<file path="config.mk">
export PLATFORM = sky130hd
export DESIGN_NAME = muldiv_unit
export DESIGN_NICKNAME = d
export VERILOG_FILES = /design/src/rtl/muldiv_unit.sv
export SDC_FILE = /design/constraint.sdc
export NUM_CORES = 1
export LEC_CHECK = 0
export BUFFER_PORTS_ARGS = -buffer_cell sky130_fd_sc_hd__buf_2
export CAP_MARGIN = 20
export CORE_MARGIN = 2
export CORE_UTILIZATION = 63
export CTS_CLUSTER_DIAMETER = 150
export DETAILED_ROUTE_END_ITERATION = 6
export PLACE_DENSITY = 0.89
export SLEW_MARGIN = 10
export SYNTH_ARGS = -nofsm -noshare
export SYNTH_HDL_FRONTEND = slang
export SYNTH_SLANG_ARGS = --single-unit
</file>
<file path="constraint.sdc">
create_clock -name clk -period 4.38 [get_ports clk]
set_clock_uncertainty 0.1 [all_clocks]
set_input_delay 0.438 -clock clk [delete_from_list [all_inputs] [get_ports clk]]
set_output_delay 0.438 -clock clk [all_outputs]
set_load 0.03 [all_outputs]
</file>
<file path="src/rtl/muldiv_unit.sv">
// Iterative RV32M multiply/divide unit: one bit per clock, valid/ready in and out.
// Optional macro MDU_EARLY_OUT_EN: divide-by-zero, signed overflow and zero multiplies finish one edge after accept.
module muldiv_unit #(
  parameter int XLEN  = 32,
  parameter int TAG_W = 5
) (
  input  logic             clk,
  input  logic             rst_n,
  input  logic             flush,
  input  logic             in_valid,
  output logic             in_ready,
  input  logic [2:0]       in_op,
  input  logic [XLEN-1:0]  in_a,
  input  logic [XLEN-1:0]  in_b,
  input  logic [TAG_W-1:0] in_tag,
  output logic             out_valid,
  input  logic             out_ready,
  output logic [XLEN-1:0]  out_result,
  output logic [TAG_W-1:0] out_tag
);
  localparam logic [1:0] S_IDLE = 2'd0;
  localparam logic [1:0] S_BUSY = 2'd1;
  localparam logic [1:0] S_FIX  = 2'd2;
  localparam logic [1:0] S_DONE = 2'd3;
  localparam int CNT_W = $clog2(XLEN + 1);

  logic [1:0]        state_q, state_d;
  logic [2:0]        op_q, op_d;
  logic [TAG_W-1:0]  tag_q, tag_d;
  logic [XLEN-1:0]   opnd_q, opnd_d;
  logic [2*XLEN-1:0] acc_q, acc_d;
  logic [CNT_W-1:0]  cnt_q, cnt_d;
  logic              sa_q, sa_d, sb_q, sb_d;
  logic              early_q, early_d;
  logic              out_valid_q, out_valid_d;
  logic [XLEN-1:0]   out_result_q, out_result_d;
  logic [TAG_W-1:0]  out_tag_q, out_tag_d;

  function automatic logic [XLEN-1:0] neg_x(input logic [XLEN-1:0] v);
    return ~v + {{(XLEN-1){1'b0}}, 1'b1};
  endfunction

  function automatic logic [2*XLEN-1:0] neg_2x(input logic [2*XLEN-1:0] v);
    return ~v + {{(2*XLEN-1){1'b0}}, 1'b1};
  endfunction

  // Operand decode at accept: signedness per op, then magnitudes
  logic            in_div, sgn_a, sgn_b, neg_a, neg_b;
  logic [XLEN-1:0] a_mag, b_mag;

  always_comb begin
    in_div = in_op[2];
    sgn_a  = in_div ? ~in_op[0] : (in_op != 3'b011);
    sgn_b  = in_div ? ~in_op[0] : ~in_op[1];
    neg_a  = sgn_a & in_a[XLEN-1];
    neg_b  = sgn_b & in_b[XLEN-1];
    a_mag  = neg_a ? neg_x(in_a) : in_a;
    b_mag  = neg_b ? neg_x(in_b) : in_b;
  end

  logic            early_hit;
  logic [XLEN-1:0] early_res;

`ifdef MDU_EARLY_OUT_EN
  always_comb begin
    early_hit = 1'b0;
    early_res = '0;
    if (in_op[2]) begin
      if (in_b == '0) begin
        early_hit = 1'b1;
        early_res = in_op[1] ? in_a : '1;
      end else if (!in_op[0] && in_a == {1'b1, {(XLEN-1){1'b0}}} && in_b == '1) begin
        early_hit = 1'b1;
        early_res = in_op[1] ? '0 : in_a;
      end
    end else if (in_a == '0 || in_b == '0) begin
      early_hit = 1'b1;
      early_res = '0;
    end
  end
`else
  always_comb begin
    early_hit = 1'b0;
    early_res = '0;
  end
`endif

  // One iteration step: shift-add multiply, restoring divide
  logic [XLEN:0]     mul_sum, rem_sh, diff;
  logic [2*XLEN-1:0] mul_next, div_next;

  always_comb begin
    mul_sum  = {1'b0, acc_q[2*XLEN-1:XLEN]} + {1'b0, (acc_q[0] ? opnd_q : {XLEN{1'b0}})};
    mul_next = {mul_sum, acc_q[XLEN-1:1]};
    rem_sh   = acc_q[2*XLEN-1:XLEN-1];
    diff     = rem_sh - {1'b0, opnd_q};
    div_next = diff[XLEN] ? {rem_sh[XLEN-1:0], acc_q[XLEN-2:0], 1'b0}
                          : {diff[XLEN-1:0], acc_q[XLEN-2:0], 1'b1};
  end

  // Sign correction and result select; a zero divisor keeps the all-ones quotient
  logic [2*XLEN-1:0] prod;
  logic [XLEN-1:0]   quo, rem, fix_res;

  always_comb begin
    prod = (sa_q ^ sb_q) ? neg_2x(acc_q) : acc_q;
    quo  = ((sa_q ^ sb_q) && opnd_q != '0) ? neg_x(acc_q[XLEN-1:0]) : acc_q[XLEN-1:0];
    rem  = sa_q ? neg_x(acc_q[2*XLEN-1:XLEN]) : acc_q[2*XLEN-1:XLEN];
    case (op_q)
      3'b000:                 fix_res = prod[XLEN-1:0];
      3'b001, 3'b010, 3'b011: fix_res = prod[2*XLEN-1:XLEN];
      3'b100, 3'b101:         fix_res = quo;
      default:                fix_res = rem;
    endcase
    if (early_q) fix_res = acc_q[XLEN-1:0];
  end

  always_comb begin
    state_d      = state_q;
    op_d         = op_q;
    tag_d        = tag_q;
    opnd_d       = opnd_q;
    acc_d        = acc_q;
    cnt_d        = cnt_q;
    sa_d         = sa_q;
    sb_d         = sb_q;
    early_d      = early_q;
    out_valid_d  = out_valid_q;
    out_result_d = out_result_q;
    out_tag_d    = out_tag_q;
    case (state_q)
      S_IDLE: begin
        if (in_valid) begin
          state_d = early_hit ? S_FIX : S_BUSY;
          op_d    = in_op;
          tag_d   = in_tag;
          sa_d    = neg_a;
          sb_d    = neg_b;
          early_d = early_hit;
          cnt_d   = '0;
          opnd_d  = in_div ? b_mag : a_mag;
          acc_d   = {{XLEN{1'b0}}, (early_hit ? early_res : (in_div ? a_mag : b_mag))};
        end
      end
      S_BUSY: begin
        // A final settle cycle after the last iteration gives XLEN+2 total latency
        if (cnt_q == CNT_W'(XLEN)) begin
          state_d = S_FIX;
        end else begin
          acc_d = op_q[2] ? div_next : mul_next;
          cnt_d = cnt_q + CNT_W'(1);
        end
      end
      S_FIX: begin
        out_result_d = fix_res;
        out_tag_d    = tag_q;
        out_valid_d  = 1'b1;
        state_d      = S_DONE;
      end
      default: begin
        if (out_ready) begin
          out_valid_d = 1'b0;
          state_d     = S_IDLE;
        end
      end
    endcase
    if (flush) begin
      state_d     = S_IDLE;
      out_valid_d = 1'b0;
    end
  end

  always_ff @(posedge clk or negedge rst_n) begin
    if (!rst_n) begin
      state_q      <= S_IDLE;
      op_q         <= '0;
      tag_q        <= '0;
      opnd_q       <= '0;
      acc_q        <= '0;
      cnt_q        <= '0;
      sa_q         <= 1'b0;
      sb_q         <= 1'b0;
      early_q      <= 1'b0;
      out_valid_q  <= 1'b0;
      out_result_q <= '0;
      out_tag_q    <= '0;
    end else begin
      state_q      <= state_d;
      op_q         <= op_d;
      tag_q        <= tag_d;
      opnd_q       <= opnd_d;
      acc_q        <= acc_d;
      cnt_q        <= cnt_d;
      sa_q         <= sa_d;
      sb_q         <= sb_d;
      early_q      <= early_d;
      out_valid_q  <= out_valid_d;
      out_result_q <= out_result_d;
      out_tag_q    <= out_tag_d;
    end
  end

  assign in_ready   = (state_q == S_IDLE);
  assign out_valid  = out_valid_q;
  assign out_result = out_result_q;
  assign out_tag    = out_tag_q;

endmodule

</file>
==> run metrics <==
status completed; Die ar. 25,700 um2; # H-tree levels 4; Least-Margin Pin Slew about 1100 ps; Leak 7.34 nW; Fin. Hold Viols 0; Final HPWL DP 40.5 mm; CP max stage delay between 1000 and 1500 ps; Synth area leaders dfrtp_1, xnor2_1, a21oi_1; Synth top area share 24.7%; pre-CTS setup slack ~460 ps; cell count after synthesis 2,020; Cell Area, Synth 15,400 um2; post-route setup slack roughly 250 ps; Hold Path Class in -> reg; Yosys top cell by area dfrtp_1; clk sinks 152; Detailed Routing Iterations Pass 1 6; CP endpoint kind flip-flop; Critical Path Fanout Max 11; I/O Buffers 115; multi-input logic area around 11,000 um2; WHS 117 ps; Req. time, crit path 4600 ps; Post-Route WL 53.7 mm; Congestion Overflow GR 0; post_cts resized 0; initial antenna violation count 1; Seq cells post-synth approximately 150; standard-cell rows 57; VDD IR max 0.000605 V; area grow syn2layout 9.72%; fraction of layout cells with a size suffix above 1 12.9%; Setup Crit Path Kind reg -> reg; Initial DRC Count 2,206; # fillers approximately 2,000; RD Place Congestion slightly above 1; vias per cell roughly 6.8; fin. max-slew vios 0; maximum number of pins on one net before global-route repair 89; NumNets Final 2,220; Routed wire per std cell 22.3 um; max cap viols 0; Post-Synth XOR/XNOR Area between 10% and 20%; worst skew pair latency 450 ps; sequential share of the synthesized area between 20 and 25%; Routed Antenna Nets 0; syn_nets 2,173; slowest CP cell nor4_1; Arr. time, crit path 4350 ps; Adder-Cell Fraction of Synth Area 6.28%; Max clock buf depth 2; CTS root buf clkbuf_16; Die Span Y 160 um; FF/Latch Area 3800 um2; Tmin final 4130 ps; RSZ-0062 raised after global routing false; via count 16,400; P per Cell Area 909 nW/um2; number of synthesized flops with an enable pin 0; # IOs 116; crit share post-route 94.2%; CP startpoint kind flip-flop; Total GRT Usage between 40% and 50%; Slew HR 22.8%; synth unique cells 78; clock-pin slew on the worst setup and hold paths about 80 ps; first-pass GRT wire length 84.7 mm; Hold Buf Count CTS 1; total CTS buffers 17; number of global-route vias before repair around 16,000; Initial Utilization 63.6%; post-synthesis mux area share 5.32%; chip width 160 um; ys async rst share 100%; largest family of logic cells by synthesized area compound AO/OA/AOI/OAI gates; CP dominant cell by count or4_1; fmax 0.242 GHz; CP cell instances nor4_1 > nand4_1 > buf_4 > or4_1 > or4_1 > o21ai_1 > xor2_1 > o21ai_0 > a21oi_1 > o2bb2ai_1; setup TNS 0 ps; Setup Fix Bufs, Post-CTS 0; number of synthesis warnings 0; TritonCTS clock tree yes; Synth Area in Compound Gates 27.2%; count of endpoints failing setup in the final report 0; DR DRC count 0; core area around 24,000 um2; Post-synth top flop dfrtp_1; Post-Synth Simple-Gate Area 19.7%; syn avg cell area 7.61 um2
==> sequential cells by signal, summed over array words and instances (netlist names), 2 cells and up <==
register	cells
out_result	32
state_q	2
tag_q	5
opnd_q	32
acc_q	64
out_tag	5
cnt_q	6
op_q	3
==> critical path: cells and delay by family, from the launching register on <==
family	cells	cell delay, ps
and+or+nand+nor	4	2300
AOI/OAI and AO/OA	4	630
DFF	1	600
buffers and inverters	1	210
xor gates and xnor gates	1	150
==> cell usage after synthesis, types with 37 or more instances <==
cell and count:
mux2_2 37, a21oi_1 190, xnor2_1 122, xor2_1 75, inv_1 70, mux2i_1 39, nor3_1 39, nand2_1 201
nor2_1 204, clkbuf_1 122, o21ai_0 182, dfrtp_1 152, ha_1 74
==> cell usage in the layout, fill, tap and decap left out, types with 32 or more instances in the layout <==
cell	count
nor2_1	203
nand2_1	200
a21oi_1	190
o21ai_0	180
dfrtp_1	151
xnor2_1	121
buf_2	114
xor2_1	74
ha_1	74
inv_1	70
buf_4	54
nor3_1	39
mux2i_1	39
mux2_2	37
a21o_1	34
nand3_1	33
a211oi_1	32
==> per-stage QoR <==
step	utilization (%)	total power, W	instance area [um2]	cells
floorplan	-	0.0103	15400	2020
global placement	67.1	0.0130	16200	2370
detailed placement	67.1	0.0132	16200	2370
CTS	69.8	0.0149	16900	2403
global route	69.8	0.0162	16900	2404
finish	69.8	0.0153	16900	2405
==> power by group <==
group / total (W) / internal (W) / switching, W
sequential: 0.00310 / 0.00202 / 0.00109
clock: 0.00162 / 0.000878 / 0.000738
combinational: 0.0106 / 0.00402 / 0.00659
total: 0.0153 / 0.00692 / 0.00842
==> final cells by class <==
cell class	instances	share of cell area (%)
well taps	324	2.40
multi-input cells	1655	63.8
inverters	71	1.58
diodes	1	0.0148
flip-flops and latches	152	22.5
repair buffers	170	5.91
clock inverters	15	1.19
clock buffers	17	2.52
==> worst paths after layout <==
check,to,from,depth (start not counted),slack [ps]
worst max-delay path,out_result[28]$_DFFE_PN0P_,acc_q[42]$_DFFE_PN0P_,10,250
worst min-delay path,tag_q[1]$_DFFE_PN0P_,in_tag[1],2,120
worst max register to register,out_result[28]$_DFFE_PN0P_,acc_q[42]$_DFFE_PN0P_,10,250
worst min register to register,out_result[28]$_DFFE_PN0P_,out_result[28]$_DFFE_PN0P_,1,390
max in group asynchronous,opnd_q[10]$_DFFE_PN0P_,rst_n,3,2630
min in group asynchronous,out_result[21]$_DFFE_PN0P_,rst_n,2,500
==> logic make-up after synthesis <==
kind of cell,count (synthesis)
AO/OA/AOI/OAI,666
XOR/XNOR,198
adder cells (fa/ha/maj),76
buffers and inverters,213
flip-flops,152
multiplexers,77
AND/OR/NAND/NOR,638
==> layer usage <==
metal | routed length, um | GRT usage [%]
met1 | 21000 | 55.8
met2 | 22400 | 61.5
met3 | 6420 | 9.09
met4 | 3910 | 26.2
met5 | 12 | 0
Note: power is estimated with default switching activity, not from simulation.
